## src/rtl/draw_arbiter_if.sv

```systemverilog
// Bundle between the requesters, the draw arbiter and the rectangle engine.
// The arbiter uses the slave modport and the requester/engine side uses master.
interface draw_arbiter_if;
  logic [2:0]  req;
  logic [23:0] req_x0;
  logic [23:0] req_y0;
  logic [23:0] req_x1;
  logic [23:0] req_y1;
  logic [2:0]  gnt;
  logic [2:0]  req_done;
  logic        eng_start;
  logic [7:0]  eng_x0;
  logic [7:0]  eng_y0;
  logic [7:0]  eng_x1;
  logic [7:0]  eng_y1;
  logic        eng_done;
  logic        busy;
  logic [1:0]  owner;

  modport master (
    output req, req_x0, req_y0, req_x1, req_y1, eng_done,
    input  gnt, req_done, eng_start, eng_x0, eng_y0, eng_x1, eng_y1, busy, owner
  );

  modport slave (
    input  req, req_x0, req_y0, req_x1, req_y1, eng_done,
    output gnt, req_done, eng_start, eng_x0, eng_y0, eng_x1, eng_y1, busy, owner
  );
endinterface

```

## src/rtl/draw_arbiter.sv

```systemverilog
// Three-way arbiter that hands one rectangle engine to a requester at a time.
// Round-robin by default; defining DRAW_ARB_FIXED_PRIO_EN gives strict priority 0>1>2.
module draw_arbiter (
  input  logic          clk,
  input  logic          rst,
  draw_arbiter_if.slave bus
);

  typedef enum logic [1:0] {IDLE, LAUNCH, WAIT} state_t;

  state_t     state;
  logic [1:0] ptr;
  logic [1:0] cand0;
  logic [1:0] cand1;
  logic [1:0] cand2;
  logic [3:0] req_ext;
  logic       win_valid;
  logic [1:0] win_idx;

  function automatic logic [1:0] next_idx(input logic [1:0] i);
    return (i == 2'd2) ? 2'd0 : i + 2'd1;
  endfunction

  function automatic logic [7:0] pick_byte(input logic [23:0] v, input logic [1:0] i);
    case (i)
      2'd1:    return v[15:8];
      2'd2:    return v[23:16];
      default: return v[7:0];
    endcase
  endfunction

  // Search order starts at the pointer; with the pointer pinned at 0 this is strict priority.
  assign cand0   = ptr;
  assign cand1   = next_idx(ptr);
  assign cand2   = next_idx(cand1);
  assign req_ext = {1'b0, bus.req};

  always_comb begin
    win_valid = |bus.req;
    win_idx   = cand2;
    if (req_ext[cand0])
      win_idx = cand0;
    else if (req_ext[cand1])
      win_idx = cand1;
  end

  always_ff @(posedge clk) begin
    if (rst) begin
      state        <= IDLE;
      ptr          <= 2'd0;
      bus.gnt      <= 3'b000;
      bus.req_done <= 3'b000;
      bus.eng_start <= 1'b0;
      bus.eng_x0   <= 8'd0;
      bus.eng_y0   <= 8'd0;
      bus.eng_x1   <= 8'd0;
      bus.eng_y1   <= 8'd0;
      bus.busy     <= 1'b0;
      bus.owner    <= 2'd0;
    end else begin
      bus.gnt       <= 3'b000;
      bus.req_done  <= 3'b000;
      bus.eng_start <= 1'b0;
      case (state)
        IDLE: begin
          if (win_valid) begin
            bus.gnt    <= 3'b001 << win_idx;
            bus.eng_x0 <= pick_byte(bus.req_x0, win_idx);
            bus.eng_y0 <= pick_byte(bus.req_y0, win_idx);
            bus.eng_x1 <= pick_byte(bus.req_x1, win_idx);
            bus.eng_y1 <= pick_byte(bus.req_y1, win_idx);
            bus.owner  <= win_idx;
            bus.busy   <= 1'b1;
            state      <= LAUNCH;
          end
        end
        LAUNCH: begin
          bus.eng_start <= 1'b1;
          state         <= WAIT;
        end
        WAIT: begin
          // Coordinates are deliberately left in place after release.
          if (bus.eng_done) begin
            bus.req_done <= 3'b001 << bus.owner;
            bus.busy     <= 1'b0;
            bus.owner    <= 2'd0;
`ifdef DRAW_ARB_FIXED_PRIO_EN
            ptr          <= 2'd0;
`else
            ptr          <= next_idx(bus.owner);
`endif
            state        <= IDLE;
          end
        end
        default: state <= IDLE;
      endcase
    end
  end

endmodule

```

## src/flat_wrapper.sv

```systemverilog
// flat-port wrapper written by rule: the top's interface ports become plain ports
module draw_arbiter_flat 
  (clk, rst, bus_req, bus_req_x0, bus_req_y0, bus_req_x1, bus_req_y1, bus_eng_done, bus_gnt, bus_req_done, bus_eng_start, bus_eng_x0, bus_eng_y0, bus_eng_x1, bus_eng_y1, bus_busy, bus_owner);
  draw_arbiter_if bus_i ();
  input  logic clk;
  input  logic rst;
  input wire logic [$bits(bus_i.req)-1:0] bus_req;
  input wire logic [$bits(bus_i.req_x0)-1:0] bus_req_x0;
  input wire logic [$bits(bus_i.req_y0)-1:0] bus_req_y0;
  input wire logic [$bits(bus_i.req_x1)-1:0] bus_req_x1;
  input wire logic [$bits(bus_i.req_y1)-1:0] bus_req_y1;
  input wire logic [$bits(bus_i.eng_done)-1:0] bus_eng_done;
  output wire logic [$bits(bus_i.gnt)-1:0] bus_gnt;
  output wire logic [$bits(bus_i.req_done)-1:0] bus_req_done;
  output wire logic [$bits(bus_i.eng_start)-1:0] bus_eng_start;
  output wire logic [$bits(bus_i.eng_x0)-1:0] bus_eng_x0;
  output wire logic [$bits(bus_i.eng_y0)-1:0] bus_eng_y0;
  output wire logic [$bits(bus_i.eng_x1)-1:0] bus_eng_x1;
  output wire logic [$bits(bus_i.eng_y1)-1:0] bus_eng_y1;
  output wire logic [$bits(bus_i.busy)-1:0] bus_busy;
  output wire logic [$bits(bus_i.owner)-1:0] bus_owner;
  assign bus_i.req = bus_req;
  assign bus_i.req_x0 = bus_req_x0;
  assign bus_i.req_y0 = bus_req_y0;
  assign bus_i.req_x1 = bus_req_x1;
  assign bus_i.req_y1 = bus_req_y1;
  assign bus_i.eng_done = bus_eng_done;
  assign bus_gnt = bus_i.gnt;
  assign bus_req_done = bus_i.req_done;
  assign bus_eng_start = bus_i.eng_start;
  assign bus_eng_x0 = bus_i.eng_x0;
  assign bus_eng_y0 = bus_i.eng_y0;
  assign bus_eng_x1 = bus_i.eng_x1;
  assign bus_eng_y1 = bus_i.eng_y1;
  assign bus_busy = bus_i.busy;
  assign bus_owner = bus_i.owner;
  draw_arbiter u_core (.clk(clk), .rst(rst), .bus(bus_i));
endmodule
```

## config.mk

```make
export PLATFORM = sky130hd
export DESIGN_NAME = draw_arbiter_flat
export DESIGN_NICKNAME = d
export VERILOG_FILES = /design/src/rtl/draw_arbiter_if.sv /design/src/rtl/draw_arbiter.sv /design/src/flat_wrapper.sv
export SDC_FILE = /design/constraint.sdc
export NUM_CORES = 1
export LEC_CHECK = 0
export ABC_AREA = 1
export BUFFER_PORTS_ARGS = -buffer_cell sky130_fd_sc_hd__buf_2
export CORE_ASPECT_RATIO = 0.8
export CORE_MARGIN = 5
export CORE_UTILIZATION = 44
export CTS_BUF_LIST = sky130_fd_sc_hd__clkbuf_16
export DETAILED_ROUTE_END_ITERATION = 10
export GPL_TIMING_DRIVEN = 0
export PLACE_DENSITY = 0.91
export SLEW_MARGIN = 5
export SYNTH_ARGS = -nofsm -noshare
export SYNTH_HDL_FRONTEND = slang
export SYNTH_SLANG_ARGS = --single-unit
```

## constraint.sdc

```tcl
create_clock -name clk -period 2.1 [get_ports clk]
set_input_delay 0.42 -clock clk [delete_from_list [all_inputs] [get_ports clk]]
set_output_delay 0.42 -clock clk [all_outputs]
set_load 0.05 [all_outputs]
```

==> flow_summary.ini, run 1 <==
[power]
sw_frac_of_total_pct = 38.6
power_density_nw_per_um2 = 903
comb_power_share_pct = 39.5
pwr-share-seq_pct = 32.6
ir_drop_uv = 497
leakagePower_nw = 1.80
pwr-share-clk_pct = 27.9
p_int_mw = 1.95
p_sw_mw = 1.23

[min_path]
hold_start = bus_eng_done
holdPathEnd = u_core.state[1]$_SDFFE_PP0P_
hp-class = in2reg
hold_path_depth = 4

[global_route]
grt-ovfl-total = 0
grt_pass1_vias = 2774
grt.total_usage_pct = 20.5
antenna_found_initial = 0
grt_pass1_wl_um = 12300
grt_max_degree = 16

[place]
gp_congestion = 0.885
dp.cells = 612
post_dp_cell_area_um2 = 3300
dp_slack_ns = -0.193
io_buffers = 142
hpwlAfterDp_um = 6090

[final_layout]
nets = 646
postLayoutCellArea_um2 = 3520
area_growth_pct = 41.3
antenna_cells = 0
final_core_util_pct = 64.5
final_cell_count_no_fill = 621
drive_above_1_share_pct = 36.6

[critical_path]
cpMostUsedCell = nand2_1
r2r_cells = 12
arrival_ns = 2.10
crit_start = u_core.cand0[1]$_SDFFE_PP0P_
reg2reg_slack_ns = 0.15
path_class = reg2reg
r2r_start = u_core.cand0[1]$_SDFFE_PP0P_
start_kind = flip-flop
crit_fanout = 10
cp-end-kind = flip-flop
crit_chain = nor2_2 -> nand2_1 -> nand2_1 -> nand2_1 -> nand2_1 -> inv_1 -> ha_1 -> inv_4 -> clkbuf_4 -> nand3_1 -> nand2_1 -> a21oi_1
r2r_end = u_core.bus.eng_y1[4]$_SDFFE_PP0N_
slowest_delay_ns = 0.37
crit_required_ns = 2.25
crit_slowest_cell = dfxtp_1

[synthesis]
yosys_most_used_dff = dfxtp_1
synthAdderAreaFrac_pct = 1.00
syn_nets = 496
synth_xor_area_share_pct = 0
ys_warn_count = 0
synth_top_cells_by_area = dfxtp_1, nand2_1, nor2_1
synth_edf_count = 0
yosys-mux-area-fraction_pct = 0
synth_cells = 392
ys_types = 20
async_reset_ff_share_pct = 0
yosysMostFrequentCell = nand2_1
synth_area_um2 = 2490
synth_top_family_by_area = simple AND/OR/NAND/NOR gates
ys_seq_elements = 46
synth_compound_area_share_pct = 8.68
ys_seq_area_share_pct = 36.9
syn_area_per_cell_um2 = 6.36
yosys.area.top_type = dfxtp_1
synth_top_area_share_pct = 36.9
yosys.area_share.simple_pct = 44.3
synth_common_cells = nand2_1, nor2_1, dfxtp_1

[floorplan]
dieArea_um2 = 7280
io_pins = 144
die_h_um = 77.3
rows = 24
die_x_um = 94.2
core_area_um2 = 5470
start_util_pct = 45.6

[route]
vias = 2951
drc = 0
detail-route-antenna-nets = 0
initialDrtViolationCount = 93
totalWireLength_um = 7660
wl_per_cell_um = 12.3
drt_first_pass_iters = 4
vias_per_cell = 4.75

[cts]
cts_max_path_buffers = 2
cts-root-buf = clkbuf_16
cts_buffers = 5
cts_max_level = 2
cts_sinks = 46
clk_pin_slew_ns = 0.07
cts_tree = yes
insertion_delay_ns = 0.28

[timing]
finClkSkew_ns = 0.0111
finalHoldViolations = 0
setup_violations = 0
final-max-slew-violation-count = 0
min_period_ns = 1.95
finalWorstSetupSlack_ns = 0.147
worst_pin_slew_ns = 0.446
finalCritPeriodShare_pct = 93.0
fmax_mhz = 512
max-slew-margin-rel_pct = 70.3

[status]
status = finished clean

[flow_run]
maxCapViolations = 0
[critical path: cells and delay by family (launching register included)]
| family | cells | cell delay [ns] |
|---|---|---|
| adders and majority gates | 1 | 0.32 |
| buffers and inverters | 3 | 0.42 |
| AOI/OAI and AO/OA | 1 | 0.05 |
| DFF | 1 | 0.37 |
| and+or+nand+nor | 7 | 0.65 |
[what timing repair did]
action / CTS / global route
buffers inserted: 0 / 1
endpoints found under the setup margin: 30 / 32
gates cloned: 0 / 0
resized for setup: 3 / 22
hold buffers: 0 / 0
[layout make-up]
type,instances,area [um^2]
Tap cell,78,97.6
Multi-Input combinational cell,305,1350
Fill cell,522,1940
Clock buffer,5,125
Clock inverter,3,45.0
Sequential cell,46,922
Inverter,18,70.1
Timing Repair Buffer,143,718
Buffer,23,194
[sequential cells by signal, indices dropped and copies added (netlist names), 2 cells and up]
register             cells
u_core.bus.gnt           3
u_core.state             2
u_core.bus.eng_y1        8
u_core.bus.eng_y0        8
u_core.bus.eng_x0        8
u_core.bus.req_done      3
u_core.cand0             2
u_core.bus.eng_x1        8
u_core.bus.owner         2
[metal layers]
metal | vias to the layer above | part of all wire, % | GRT usage, %
met5 | - | 0 | 0
met4 | 0 | 1.1 | 5.48
met3 | 10 | 11 | 6.19
met2 | 135 | 47 | 35.3
met1 | 1276 | 41 | 24.9
li1 | 1530 | - | -
[how the worst max path moves through the flow]
stage | end | slack (ns) | cells after the start
after floorplan | u_core.bus.eng_x0[2]$_SDFFE_PP0N_ | 0.28 | 12
after CTS | u_core.bus.eng_y1[1]$_SDFFE_PP0N_ | 0.07 | 13
after global routing | u_core.bus.eng_x0[1]$_SDFFE_PP0N_ | -0.03 | 13
after global placement | u_core.bus.eng_x0[0]$_SDFFE_PP0N_ | -0.13 | 13
final | u_core.bus.eng_y1[4]$_SDFFE_PP0N_ | 0.15 | 12
after detailed placement | u_core.bus.eng_y1[4]$_SDFFE_PP0N_ | -0.19 | 13
[placed cells by master, fill, tap and decap left out]
cell type	synthesis	final
clkinvlp_4	0	2
a21oi_2	9	9
nor2_2	0	1
inv_4	0	1
dfxtp_2	0	1
buf_8	2	2
nand3_1	40	40
clkbuf_1	5	2
nand2_1	142	142
a21oi_1	24	24
nand2_2	10	10
ha_2	0	1
nand3_2	1	1
o21ai_0	1	1
clkbuf_4	0	5
buf_12	2	2
nor2_8	1	1
buf_4	0	1
buf_6	0	3
o22ai_1	2	2
nand4_1	1	1
nor4_1	1	1
nor2_1	71	70
clkbuf_16	0	5
inv_2	2	2
bufinv_16	0	1
inv_1	16	15
ha_1	2	1
buf_2	14	151
dfxtp_1	46	45
[per-stage QoR]
stage,TNS [ns],total power [mW],hold WS [ns]
3_3_place_gp,-2.71,2.26,0.433
2_1_floorplan,0,1.94,0.453
5_1_grt,-0.0481,3.36,0.447
3_5_place_dp,-4.52,2.28,0.442
4_1_cts,0,3.17,0.433
6_report,0,3.18,0.439
[power groups by stage]
stage               logic (mW)  clock network [mW]  registers, mW
finish                    1.26               0.888           1.04
global route              1.37               0.942           1.05
CTS                       1.23               0.901           1.04
detailed placement        1.22                   0           1.05
global placement          1.20                   0           1.05
floorplan                0.543                   0           1.40
[cell families after synthesis]
kind of cell | after synthesis
compound gates | 36
fa+ha+maj | 2
flops | 46
buf+inv | 41
simple gates | 267
Power figures use the tool's default switching activity.
==> run 2: changes to the inputs <==
--- a/config.mk
+++ b/config.mk
@@ -7,13 +7,15 @@
 export LEC_CHECK = 0
 export ABC_AREA = 1
 export BUFFER_PORTS_ARGS = -buffer_cell sky130_fd_sc_hd__buf_2
+export CELL_PAD_IN_SITES_DETAIL_PLACEMENT = 0
+export CELL_PAD_IN_SITES_GLOBAL_PLACEMENT = 1
 export CORE_ASPECT_RATIO = 0.8
 export CORE_MARGIN = 5
-export CORE_UTILIZATION = 44
+export CORE_UTILIZATION = 28
 export CTS_BUF_LIST = sky130_fd_sc_hd__clkbuf_16
 export DETAILED_ROUTE_END_ITERATION = 10
 export GPL_TIMING_DRIVEN = 0
-export PLACE_DENSITY = 0.91
+export PLACE_DENSITY = 0.9
 export SLEW_MARGIN = 5
 export SYNTH_ARGS = -nofsm -noshare
 export SYNTH_HDL_FRONTEND = slang
==> run 2 against run 1 <==
Die area increased by 50%. Register-to-register slack improved by 0.03 ns. Global-route usage decreased by 5.5 points. Setup slack improved by 0.032 ns. First-iteration DRC count increased by 75%. Clock power decreased by 12%. Sequential power about the same. Utilization decreased by 23 points. Worst hold slack improved by 0.0033 ns. Final area about the same.
==> flow_summary.ini, run 2 (synthesis results as in run 1) <==
[final_layout]
antenna_cells = 0
nets = 645
drive_above_1_share_pct = 36.7
layout_commonest_cell = buf_2
final_core_util_pct = 41.0
area_growth_pct = 41.2
fillCellCount = 944
final_cell_mix = buf_2, nand2_1, nor2_1, dfxtp_1, nand3_1

[route]
initialDrtViolationCount = 163
drt_first_pass_iters = 4
wl_per_cell_um = 12.6
vias_per_cell = 4.39
drc = 0
totalWireLength_um = 8220
vias = 2872
detail-route-antenna-nets = 0

[global_route]
antenna_found_initial = 0
grt.total_usage_pct = 15.0
grt-ovfl-total = 0
grt_pass1_wl_um = 13300
grt_max_degree = 16
grt_pass1_vias = 2785

[critical_path]
arrival_ns = 2.07
crit_slowest_cell = dfxtp_2
crit_fanout = 10
slowest_delay_ns = 0.34
cp-end-kind = flip-flop
path_class = reg2reg
crit_required_ns = 2.25
start_kind = flip-flop
crit_chain = inv_1 -> nand3_1 -> nand2_1 -> nand3_1 -> nand2_1 -> ha_2 -> inv_4 -> buf_2 -> nand3_1 -> nand2_1 -> a21oi_1

[floorplan]
dieArea_um2 = 10900
die_h_um = 94.4
core_area_um2 = 8600
die_x_um = 116
io_pins = 144
rows = 30
start_util_pct = 29.0

[power]
power_density_nw_per_um2 = 869
ir_drop_uv = 325
leakagePower_nw = 1.79

[cts]
cts_hold_buf = 0
cts-root-buf = clkbuf_16
cts_buffers = 5
cts_tree = yes
cts_max_level = 2
cts_sinks = 46
cts_max_path_buffers = 2
clk_pin_slew_ns = 0.07
insertion_delay_ns = 0.28

[timing]
finalCritPeriodShare_pct = 91.5
finalHoldViolations = 0
worst_pin_slew_ns = 0.447
fmax_mhz = 520
final-max-slew-violation-count = 0
min_period_ns = 1.92
finClkSkew_ns = 0.00480
hold_ws_ns = 0.442
setup_violations = 0
finalWorstSetupSlack_ns = 0.179
max-slew-margin-rel_pct = 70.2
rsz0062_at_grt = no

[place]
io_buffers = 142
dp_slack_ns = -0.208
gp_congestion = 0.815
hpwlAfterDp_um = 6520

[min_path]
hp-class = in2reg

[status]
status = finished clean

[flow_run]
maxCapViolations = 0
-- run 2: worst paths after layout --
kind	slack, ns	to	cells past startpoint	startpoint
worst max-delay path	0.18	u_core.bus.eng_y0[4]$_SDFFE_PP0N_	11	u_core.cand0[1]$_SDFFE_PP0P_
worst min-delay path	0.44	u_core.bus.req_done[2]$_SDFF_PP0_	3	bus_eng_done
worst max register to register	0.18	u_core.bus.eng_y0[4]$_SDFFE_PP0N_	11	u_core.cand0[1]$_SDFFE_PP0P_
worst min register to register	0.45	u_core.bus.busy$_SDFFE_PP0P_	2	u_core.bus.busy$_SDFFE_PP0P_
-- run 2: per-layer routing --
layer / vias to the layer above / GRT usage (%) / part of all wire, %
met5: - / 0 / 0
met4: 0 / 3.42 / 0.61
met3: 5 / 3.91 / 9.2
met2: 114 / 23.7 / 43
met1: 1222 / 20.6 / 47
li1: 1531 / - / -
-- run 2: timing repair --
action | 4_1_cts | 5_1_grt
pin swaps | 0 | 0
setup endpoints to repair | 30 | 32
resized for setup | 3 | 17
buffers inserted | 0 | 0
-- run 2: worst max-delay path: cells and delay by family (launching register included) --
kind	cells	cell delay [ns]
compound gates	1	0.05
fa+ha+maj	1	0.31
buf+inv	3	0.51
flops	1	0.34
simple gates	6	0.57
-- run 2: layout make-up --
cell class	instances	area [um^2]	area share (%)
Buffer	23	178	5.04
Clock buffer	5	125	3.55
Clock inverter	3	21.3	0.604
Inverter	18	70.1	1.99
Multi-Input combinational cell	305	1350	38.4
Sequential cell	46	923	26.2
Tap cell	112	140	3.98
Timing Repair Buffer	142	711	20.2
-- run 2: power breakdown --
group / switching, mW / leakage (nW) / internal (mW) / total (mW)
combinational: 0.841 / 1.34 / 0.399 / 1.24
clock: 0.338 / 0.0698 / 0.441 / 0.779
sequential: 0.0619 / 0.379 / 0.980 / 1.04
total: 1.24 / 1.79 / 1.82 / 3.06
-- run 2: per-stage QoR --
| stage | cells | total power, mW | cell area (um^2) | TNS [ns] |
|---|---|---|---|---|
| global placement | 646 | 2.29 | 3340 | -4.70 |
| global route | 654 | 3.25 | 3520 | 0 |
| detailed placement | 646 | 2.29 | 3340 | -5.16 |
| finish | 654 | 3.06 | 3520 | 0 |
| floorplan | 392 | 1.94 | 2490 | 0 |
| CTS | 654 | 3.08 | 3490 | 0 |
==> run 3: changes to the inputs <==
--- a/config.mk
+++ b/config.mk
@@ -5,7 +5,6 @@
 export SDC_FILE = /design/constraint.sdc
 export NUM_CORES = 1
 export LEC_CHECK = 0
-export ABC_AREA = 1
 export BUFFER_PORTS_ARGS = -buffer_cell sky130_fd_sc_hd__buf_2
 export CELL_PAD_IN_SITES_DETAIL_PLACEMENT = 0
 export CELL_PAD_IN_SITES_GLOBAL_PLACEMENT = 1
==> run 3 against run 2 <==
Utilization up 1.3 points. Largest cell class unchanged. Non-clock buffer count down 4. Critical endpoint is now u_core.bus.eng_x0[0]$_SDFFE_PP0N_. Setup slack worse by 0.016 ns. Flip-flop and latch count unchanged.
==> flow_summary.ini, run 3 <==
[final_layout]
area_growth_pct = 47.9
nets = 486
layout_commonest_cell = buf_2
final_cell_count_no_fill = 472
fillCellCount = 760
antenna_cells = 0
drive_above_1_share_pct = 45.0
final_cell_mix = buf_2, dfxtp_1, nand2_1, a22o_1

[route]
drc = 0
drt_first_pass_iters = 4
detail-route-antenna-nets = 0
vias = 2361
wl_per_cell_um = 14.9
initialDrtViolationCount = 69
vias_per_cell = 5.00
totalWireLength_um = 7030

[timing]
finClkSkew_ns = 0.00336
fmax_mhz = 516
worst_pin_slew_ns = 0.475
final-max-slew-violation-count = 0
finalWorstSetupSlack_ns = 0.162
max-slew-margin-rel_pct = 68.3
finalHoldViolations = 0
finalCritPeriodShare_pct = 92.3
hold_ws_ns = 0.345
setup-tns-final_ns = 0
rsz0062_at_grt = no
setup_violations = 0
min_period_ns = 1.94

[cts]
cts_max_level = 2
cts-root-buf = clkbuf_16
postCtsSetupRepairBufs = 0
cts_sinks = 46
clk_pin_slew_ns = 0.06
cts_tree = yes
cts_hold_buf = 0
insertion_delay_ns = 0.28
cts_max_path_buffers = 2
cts_buffers = 5

[critical_path]
crit_fanout = 10
cp-end-kind = flip-flop
crit_slowest_cell = ha_2
arrival_ns = 2.11
crit_chain = nor2_1 -> a32o_2 -> ha_2 -> buf_2 -> o21ai_0 -> a22o_1
slowest_delay_ns = 0.45
path_class = reg2reg
crit_required_ns = 2.27
start_kind = flip-flop

[synthesis]
yosys.area.top_type = dfxtp_1
ys_warn_count = 0
synthAdderAreaFrac_pct = 1.19
syn_nets = 338
yosys.area_share.simple_pct = 12.7
yosys_most_used_dff = dfxtp_1
yosysMostFrequentCell = dfxtp_1
async_reset_ff_share_pct = 0
synth_compound_area_share_pct = 36.5
synth_common_cells = dfxtp_1, nand2_1, a22o_1, o21ai_0, a22oi_1
synth_edf_count = 0
synth_xor_area_share_pct = 0
synth_top_cells_by_area = dfxtp_1, a22o_1, a22oi_1
yosys-mux-area-fraction_pct = 0
synth_cells = 234
ys_seq_area_share_pct = 43.8
synth_top_family_by_area = compound AO/OA/AOI/OAI gates
synth_area_um2 = 2100
ys_types = 30
synth_top_area_share_pct = 43.8
ys_seq_elements = 46
syn_area_per_cell_um2 = 8.99

[power]
sw_frac_of_total_pct = 33.4
ir_drop_uv = 320
comb_power_share_pct = 30.0
p_sw_mw = 0.889
p_int_mw = 1.77
pwr-share-seq_pct = 37.6
power_density_nw_per_um2 = 856
pwr-share-clk_pct = 32.5
leakagePower_nw = 1.54

[global_route]
grt_pass1_wl_um = 10800
grt-ovfl-total = 0
antenna_found_initial = 0
grt_max_degree = 14
grt_pass1_vias = 2289
grt.total_usage_pct = 14.4

[floorplan]
io_pins = 144
dieArea_um2 = 9360
die_x_um = 107
start_util_pct = 28.6
die_h_um = 87.5
core_area_um2 = 7360
rows = 28

[min_path]
hp-class = in2reg

[place]
dp.cells = 466
dp_slack_ns = -0.607
hpwlAfterDp_um = 5450
gp_congestion = 0.702
io_buffers = 142

[status]
status = finished clean

[flow_run]
maxCapViolations = 0
## run 3: cell types whose count changed after synthesis, moves of 20 or more
cell,delta
a21oi_1,-20
a22oi_1,+32
o21ai_0,+32
nand3_1,-40
a22o_1,+33
nor2_1,-68
nand2_1,-106
## run 3: power by group through the flow
| stage | clock (mW) | combinational, mW | sequential (mW) |
|---|---|---|---|
| finish | 0.865 | 0.798 | 1.00 |
| global route | 0.923 | 0.865 | 1.01 |
| CTS | 0.892 | 0.805 | 1.00 |
| detailed placement | 0 | 0.800 | 1.02 |
| global placement | 0 | 0.789 | 1.02 |
| floorplan | 0 | 0.277 | 1.28 |
## run 3: kinds of logic after synthesis
group,count (synthesis)
buffers and inverters,23
AO/OA/AOI/OAI,108
adder cells (fa/ha/maj),2
AND/OR/NAND/NOR,55
flip-flops,46
## run 3: final cells by class
type	count	area (um^2)	area share (%)
Timing Repair Buffer	142	711	22.8
Tap cell	90	113	3.62
Inverter	3	16.3	0.523
Sequential cell	46	921	29.6
Multi-Input combinational cell	165	1070	34.3
Buffer	19	125	4.02
Clock inverter	2	33.8	1.09
Clock buffer	5	125	4.02
## run 3: timing repair
item,CTS,global route
hold endpoints to repair,0,0
resized for setup,9,16
pin swaps,0,0
endpoints found under the setup margin,32,31
cloned,0,0
## run 3: final timing paths
path	slack [ns]	cells past startpoint	endpoint	start
max	0.16	6	u_core.bus.eng_x0[0]$_SDFFE_PP0N_	u_core.cand0[1]$_SDFFE_PP0P_
min	0.34	2	u_core.state[1]$_SDFFE_PP0P_	rst
max reg2reg	0.16	6	u_core.bus.eng_x0[0]$_SDFFE_PP0N_	u_core.cand0[1]$_SDFFE_PP0P_
min reg2reg	0.47	2	u_core.bus.busy$_SDFFE_PP0P_	u_core.bus.busy$_SDFFE_PP0P_
## run 3: critical path: cells and delay by family (launching register included)
| kind | cells | cell delay, ns |
|---|---|---|
| flip-flops | 1 | 0.42 |
| AO/OA/AOI/OAI | 3 | 0.64 |
| AND/OR/NAND/NOR | 1 | 0.07 |
| buffers and inverters | 1 | 0.25 |
| adder cells (fa/ha/maj) | 1 | 0.45 |
## run 3: metal layers
layer | GRT usage [%] | vias up | routed length [um]
li1 | - | 1178 | -
met1 | 18.2 | 1075 | 3100
met2 | 24.2 | 102 | 3290
met3 | 4.60 | 6 | 589
met4 | 3.37 | 0 | 47
met5 | 0 | - | 0
## run 3: through the flow
stage | util, % | power [mW] | instance area [um^2]
6_report | 42.3 | 2.66 | 3110
5_1_grt | 42.3 | 2.80 | 3110
4_1_cts | 42.1 | 2.70 | 3100
3_5_place_dp | 39.8 | 1.82 | 2930
3_3_place_gp | 39.8 | 1.81 | 2930
2_1_floorplan | - | 1.56 | 2100
